`config.mk`:
```
export PLATFORM = sky130hd
export DESIGN_NAME = serial_shift_ctrl_flat
export DESIGN_NICKNAME = d
export VERILOG_FILES = /design/src/rtl/serial_shift_ctrl_if.sv /design/src/rtl/serial_shift_ctrl.sv /design/src/flat_wrapper.sv
export SDC_FILE = /design/constraint.sdc
export NUM_CORES = 1
export LEC_CHECK = 0
export ABC_AREA = 1
export CAP_MARGIN = 20
export CORE_AREA = 2 2 39 41
export CTS_BUF_LIST = sky130_fd_sc_hd__clkbuf_8
export CTS_CLUSTER_DIAMETER = 150
export DETAILED_ROUTE_END_ITERATION = 10
export DIE_AREA = 0 0 41 43
export HOLD_SLACK_MARGIN = 0.12
export PLACE_DENSITY = 0.65
export SETUP_SLACK_MARGIN = 0.15
export SYNTH_ARGS = -nofsm -noshare
export SYNTH_HDL_FRONTEND = slang
export SYNTH_SLANG_ARGS = --single-unit
export TNS_END_PERCENT = 1
```
`constraint.sdc`:
```
create_clock -name clk -period 1.5 [get_ports clk]
set_input_delay 0.3 -clock clk [delete_from_list [all_inputs] [get_ports clk]]
set_output_delay 0.3 -clock clk [all_outputs]
set_load 0.1 [all_outputs]
```
`src/rtl/serial_shift_ctrl_if.sv`:
```
// serial_shift_ctrl_if: handshake bundle between a shift-register controller and its user.
//   start/msb      : request and shift-register MSB, driven by the master
//   ld/shl         : load / shift-left commands to the shift register
//   sout/sout_valid: serial bit and its qualifier
//   busy/done      : word in progress / one-cycle completion pulse
//   bit_cnt        : shifts completed in the current word
interface serial_shift_ctrl_if #(parameter int CW = 3);
   logic start, msb, ld, shl, sout, sout_valid, busy, done;
   logic [CW-1:0] bit_cnt;
   modport master(output start, msb, input ld, shl, sout, sout_valid, busy, done, bit_cnt);
   modport slave(input start, msb, output ld, shl, sout, sout_valid, busy, done, bit_cnt);
endinterface

```
`src/rtl/serial_shift_ctrl.sv`:
```
// serial_shift_ctrl: Moore FSM that loads an N-bit shift register and shifts it out MSB first.
//   clk     : clock, rising edge
//   rst     : synchronous active-high reset
//   ctrl_if : slave side of serial_shift_ctrl_if (start/msb in; ld, shl, sout, sout_valid,
//             busy, done, bit_cnt out)
module serial_shift_ctrl #(
   parameter int N  = 4,
   parameter int CW = 3
) (
   input logic clk,
   input logic rst,
   serial_shift_ctrl_if.slave ctrl_if
);
   typedef enum logic [1:0] {IDLE, LOAD, SHIFT, DONE} state_t;
   state_t state_q, state_d;
   logic [CW-1:0] cnt_q, cnt_d;
   logic ld_q, shl_q, busy_q, done_q;
   logic last;
   assign last = cnt_q == CW'(N - 1);
   // Counter clears on entry to LOAD so it reads 0 throughout LOAD and the first shift,
   // and holds N in DONE and afterwards in IDLE.
   always_comb begin
      state_d = state_q == IDLE  ? (ctrl_if.start ? LOAD : IDLE) :
                state_q == LOAD  ? SHIFT :
                state_q == SHIFT ? (last ? DONE : SHIFT) :
                                   (ctrl_if.start ? LOAD : IDLE);
      cnt_d = state_d == LOAD ? '0 : state_q == SHIFT ? cnt_q + 1'b1 : cnt_q;
   end
   // Outputs are decoded from the next state so they are registered alongside it.
   always_ff @(posedge clk) begin
      if (rst) begin
         state_q <= IDLE;
         cnt_q   <= '0;
         ld_q    <= 1'b0;
         shl_q   <= 1'b0;
         busy_q  <= 1'b0;
         done_q  <= 1'b0;
      end else begin
         state_q <= state_d;
         cnt_q   <= cnt_d;
         ld_q    <= state_d == LOAD;
         shl_q   <= state_d == SHIFT;
         busy_q  <= state_d != IDLE;
         done_q  <= state_d == DONE;
      end
   end
   assign ctrl_if.ld         = ld_q;
   assign ctrl_if.shl        = shl_q;
   assign ctrl_if.sout_valid = shl_q;
   assign ctrl_if.sout       = shl_q & ctrl_if.msb;
   assign ctrl_if.busy       = busy_q;
   assign ctrl_if.done       = done_q;
   assign ctrl_if.bit_cnt    = cnt_q;
endmodule
```
`src/flat_wrapper.sv`:
```
// flat-port wrapper written by rule: the top's interface ports become plain ports
module serial_shift_ctrl_flat 
#(
   parameter int N  = 4,
   parameter int CW = 3
)
  (clk, rst, ctrl_if_start, ctrl_if_msb, ctrl_if_ld, ctrl_if_shl, ctrl_if_sout, ctrl_if_sout_valid, ctrl_if_busy, ctrl_if_done, ctrl_if_bit_cnt);
  serial_shift_ctrl_if #(.CW(CW)) ctrl_if_i ();
  input logic clk;
  input logic rst;
  input wire logic [$bits(ctrl_if_i.start)-1:0] ctrl_if_start;
  input wire logic [$bits(ctrl_if_i.msb)-1:0] ctrl_if_msb;
  output wire logic [$bits(ctrl_if_i.ld)-1:0] ctrl_if_ld;
  output wire logic [$bits(ctrl_if_i.shl)-1:0] ctrl_if_shl;
  output wire logic [$bits(ctrl_if_i.sout)-1:0] ctrl_if_sout;
  output wire logic [$bits(ctrl_if_i.sout_valid)-1:0] ctrl_if_sout_valid;
  output wire logic [$bits(ctrl_if_i.busy)-1:0] ctrl_if_busy;
  output wire logic [$bits(ctrl_if_i.done)-1:0] ctrl_if_done;
  output wire logic [$bits(ctrl_if_i.bit_cnt)-1:0] ctrl_if_bit_cnt;
  assign ctrl_if_i.start = ctrl_if_start;
  assign ctrl_if_i.msb = ctrl_if_msb;
  assign ctrl_if_ld = ctrl_if_i.ld;
  assign ctrl_if_shl = ctrl_if_i.shl;
  assign ctrl_if_sout = ctrl_if_i.sout;
  assign ctrl_if_sout_valid = ctrl_if_i.sout_valid;
  assign ctrl_if_busy = ctrl_if_i.busy;
  assign ctrl_if_done = ctrl_if_i.done;
  assign ctrl_if_bit_cnt = ctrl_if_i.bit_cnt;
  serial_shift_ctrl #(.N(N), .CW(CW)) u_core (.clk(clk), .rst(rst), .ctrl_if(ctrl_if_i));
endmodule
```
==> load_flow_metrics.sql <==
INSERT INTO impl_metrics (metric_group, metric, value, unit) VALUES
('layout', 'nNetsFinal', '71', ''),
('setup_path', 'worstReg2RegEnd', 'u_core.ctrl_if.bit_cnt[0]', ''),
('clock_network', 'post_cts_buffers', '0', ''),
('place', 'place.detailed.instances', '73', ''),
('worst_hold_path', 'hold_path_end', 'u_core.ctrl_if.bit_cnt[1]', ''),
('power', 'total_leakage_power', '0.299', 'nW'),
('power', 'seq_power_share', '32.5', '%'),
('clock_network', 'clk_pin_slew_worst_paths', '50', 'ps'),
('outcome', 'status', 'completed', ''),
('sta', 'period_minus_slack', '1260', 'ps'),
('worst_hold_path', 'worstHoldPathType', 'flop to flop', ''),
('run', 'drv_cap', '0', ''),
('clock_network', 'cts_root_buffer', 'sky130_fd_sc_hd__clkbuf_8', ''),
('power', 'netSwitchingFraction', '36.5', '%'),
('drt', 'route.detailed.vias_per_inst', '4.25', ''),
('floorplan', 'ioPinCount', '13', ''),
('clock_network', 'numCtsBuffers', '3', ''),
('setup_path', 'crit_required', '1670', 'ps'),
('drt', 'dr_total_vias', '327', ''),
('global_routing', 'grt_pass1_vias', '294', ''),
('sta', 'finalHoldViolCount', '0', ''),
('global_routing', 'global_route.usage.met3', '6.28', '%'),
('global_routing', 'grt_pass1_wl', '1.26', 'mm'),
('global_routing', 'grt_usage', '12.3', '%'),
('sta', 'grt_setup_unrepaired', 'false', ''),
('setup_path', 'cpMaxStageDelayCell', 'sky130_fd_sc_hd__dfxtp_4', ''),
('sta', 'finalSetupViolCount', '0', ''),
('setup_path', 'worstSetupPathType', 'flop to flop', ''),
('logic_synthesis', 'syn_area_per_cell', '9.08', 'um^2'),
('sta', 'fin_skew', '4.66', 'ps'),
('clock_network', 'maximum_number_of_buffers_from_clock_root_to_sink', '2', ''),
('power', 'p_comb_share', '34.7', '%'),
('layout', 'final_cell_count_no_fill', '77', ''),
('setup_path', 'setup.worst_path.start_class', 'flop', ''),
('layout', 'sequential_cell_area', '193', 'um^2'),
('place', 'post_detail_place_hpwl', '604', 'um'),
('logic_synthesis', 'synth_fp_nets', '55', ''),
('power', 'cellPowerDensity', '1210', 'nW/um^2'),
('drt', 'detailedRoute.firstIterationViolations', '1', ''),
('worst_hold_path', 'hold_path.startpoint', 'u_core.ctrl_if.bit_cnt[1]', ''),
('drt', 'post_drt_wl_per_cell', '10.4', 'um'),
('global_routing', 'maximum_number_of_pins_on_one_net_before_global_route_repair', '7', ''),
('logic_synthesis', 'syn-cell-area', '418', 'um^2'),
('setup_path', 'timing.critical_path.to_type', 'flop', ''),
('clock_network', 'cts_sinks', '9', ''),
('layout', 'area.growth.synth_to_final', '68.9', '%'),
('setup_path', 'arrival', '1430', 'ps'),
('floorplan', 'effective_utilization_at_floorplan', '30.2', '%'),
('setup_path', 'r2r_cells', '7', ''),
('floorplan', 'number_of_placement_rows', '14', ''),
('setup_path', 'setup.reg_to_reg.worst_slack', '240', 'ps'),
('logic_synthesis', 'netlist-cell-type-count', '17', ''),
('drt', 'total_wire_length', '799', 'um'),
('sta', 'fin_hold_ws', '543', 'ps'),
('drt', 'drt-pass1-iter-count', '2', ''),
('drt', 'antenna_violating_nets_post_route', '0', ''),
('sta', 'least_margin_pin_slew', '238', 'ps'),
('global_routing', 'grtUsageMet1', '12.3', '%'),
('power', 'p_sw', '0.000312', 'W'),
('floorplan', 'die_y', '43', 'um'),
('logic_synthesis', 'synth-seq-cells', '9', ''),
('global_routing', 'initial_antenna_violation_count', '0', ''),
('logic_synthesis', 'post-synth-top-area-cell', 'sky130_fd_sc_hd__dfxtp_1', ''),
('setup_path', 'critical_path_peak_fanout', '3', ''),
('logic_synthesis', 'synthCells', '46', ''),
('sta', 'fin_tns_setup', '0', 'ps'),
('logic_synthesis', 'seq_area_frac_synth', '43.1', '%'),
('worst_hold_path', 'hold-path-cell-count', '2', ''),
('drt', 'drc', '0', ''),
('setup_path', 'delay_contributed_by_the_slowest_stage_of_the_critical_path', '350', 'ps'),
('clock_network', 'insertion_delay', '240', 'ps');
worst max-delay path, delay by kind of cell (launching register included):
family	cells	cell delay (ps)
flip-flops	1	350
adder cells (fa/ha/maj)	2	380
buffers and inverters	1	50
AND/OR/NAND/NOR	4	400
state kept, by name (all words and copies together) (netlist names):
| register | count |
|---|---|
| u_core.ctrl_if.shl | 1 |
| u_core.ctrl_if.busy | 1 |
| u_core.ctrl_if.ld | 1 |
| u_core.state_q | 2 |
| u_core.ctrl_if.done | 1 |
| u_core.ctrl_if.bit_cnt | 3 |
through the flow:
step / instance area [um^2] / utilization [%] / worst slack (ps)
2_1_floorplan: 434 / - / 105
3_3_place_gp: 657 / 47.5 / 127
3_5_place_dp: 657 / 47.5 / 126
4_1_cts: 703 / 50.8 / 217
5_1_grt: 706 / 51.0 / 153
6_report: 706 / 51.0 / 240
timing repair:
item | CTS | global route
pin swaps | 1 | 0
hold buffers | 0 | 0
gates resized for setup | 2 | 2
setup endpoints to repair | 1 | 2
power by group through the flow:
| stage | sequential (W) | clock [W] | combinational [W] |
|---|---|---|---|
| floorplan | 0.000372 | 0 | 0.000102 |
| global placement | 0.000280 | 0 | 0.000290 |
| detailed placement | 0.000282 | 0 | 0.000293 |
| CTS | 0.000277 | 0.000293 | 0.000295 |
| global route | 0.000279 | 0.000304 | 0.000310 |
| finish | 0.000277 | 0.000280 | 0.000296 |
placed cells by master, fill, tap and decap left out, drive strengths merged:
cell | Yosys | routed
inv | 11 | 11
buf | 1 | 9
dfxtp | 9 | 9
nor2 | 6 | 6
ha | 5 | 5
nand2 | 5 | 5
clkbuf | 0 | 3
clkdlybuf4s50 | 0 | 2
nand3 | 2 | 2
clkinvlp | 0 | 1
o21ai | 1 | 1
o21bai | 1 | 1
nand4 | 1 | 1
mux2i | 1 | 1
nor3 | 1 | 1
xnor2 | 1 | 1
a21oi | 1 | 1
dlygate4sd2 | 0 | 1
cell families (layout without fill, tap and decap cells):
family / Yosys count / count (layout) / share of synthesized area (%)
buffers and inverters: 12 / 27 / 11.7
DFF: 9 / 9 / 43.1
muxes: 1 / 1 / 2.40
adders and majority gates: 5 / 5 / 15.0
and+or+nand+nor: 15 / 15 / 18.0
AOI/OAI and AO/OA: 3 / 3 / 7.78
xor gates and xnor gates: 1 / 1 / 2.10
cell type report:
cell class	instances	share of cell area, %
Sequential cell	9	27.3
Clock inverter	1	0.532
Multi-Input combinational cell	25	27.5
Tap cell	16	2.84
Timing Repair Buffer	12	29.6
Clock buffer	3	5.85
Inverter	11	6.38
synth_stat cells:
cell	n
sky130_fd_sc_hd__inv_2	1
sky130_fd_sc_hd__dfxtp_1	9
sky130_fd_sc_hd__nand3_1	1
sky130_fd_sc_hd__mux2i_1	1
sky130_fd_sc_hd__nor2_1	6
sky130_fd_sc_hd__inv_1	10
sky130_fd_sc_hd__buf_4	1
sky130_fd_sc_hd__o21bai_4	1
sky130_fd_sc_hd__nand3_2	1
sky130_fd_sc_hd__o21ai_0	1
sky130_fd_sc_hd__nand2_2	1
sky130_fd_sc_hd__nand4_1	1
sky130_fd_sc_hd__nand2_1	4
sky130_fd_sc_hd__nor3_2	1
sky130_fd_sc_hd__ha_1	5
sky130_fd_sc_hd__xnor2_1	1
sky130_fd_sc_hd__a21oi_2	1
metal layers:
| metal | wire, um | share of wire, % |
|---|---|---|
| met4 | 53 | 6.6 |
| met3 | 32 | 4.0 |
| met2 | 405 | 51 |
| met5 | 0 | 0 |
| met1 | 307 | 38 |
worst max-delay path by stage:
stage                              startpoint                        end  slack [ps]
finish              u_core.ctrl_if.bit_cnt[0]  u_core.ctrl_if.bit_cnt[0]         240
global placement                  ctrl_if_msb               ctrl_if_sout         130
global route                u_core.state_q[0]  u_core.ctrl_if.bit_cnt[1]         150
CTS                 u_core.ctrl_if.bit_cnt[0]  u_core.ctrl_if.bit_cnt[0]         220
floorplan           u_core.ctrl_if.bit_cnt[2]  u_core.ctrl_if.bit_cnt[1]         100
detailed placement                ctrl_if_msb               ctrl_if_sout         130
Power figures use the tool's default switching activity.
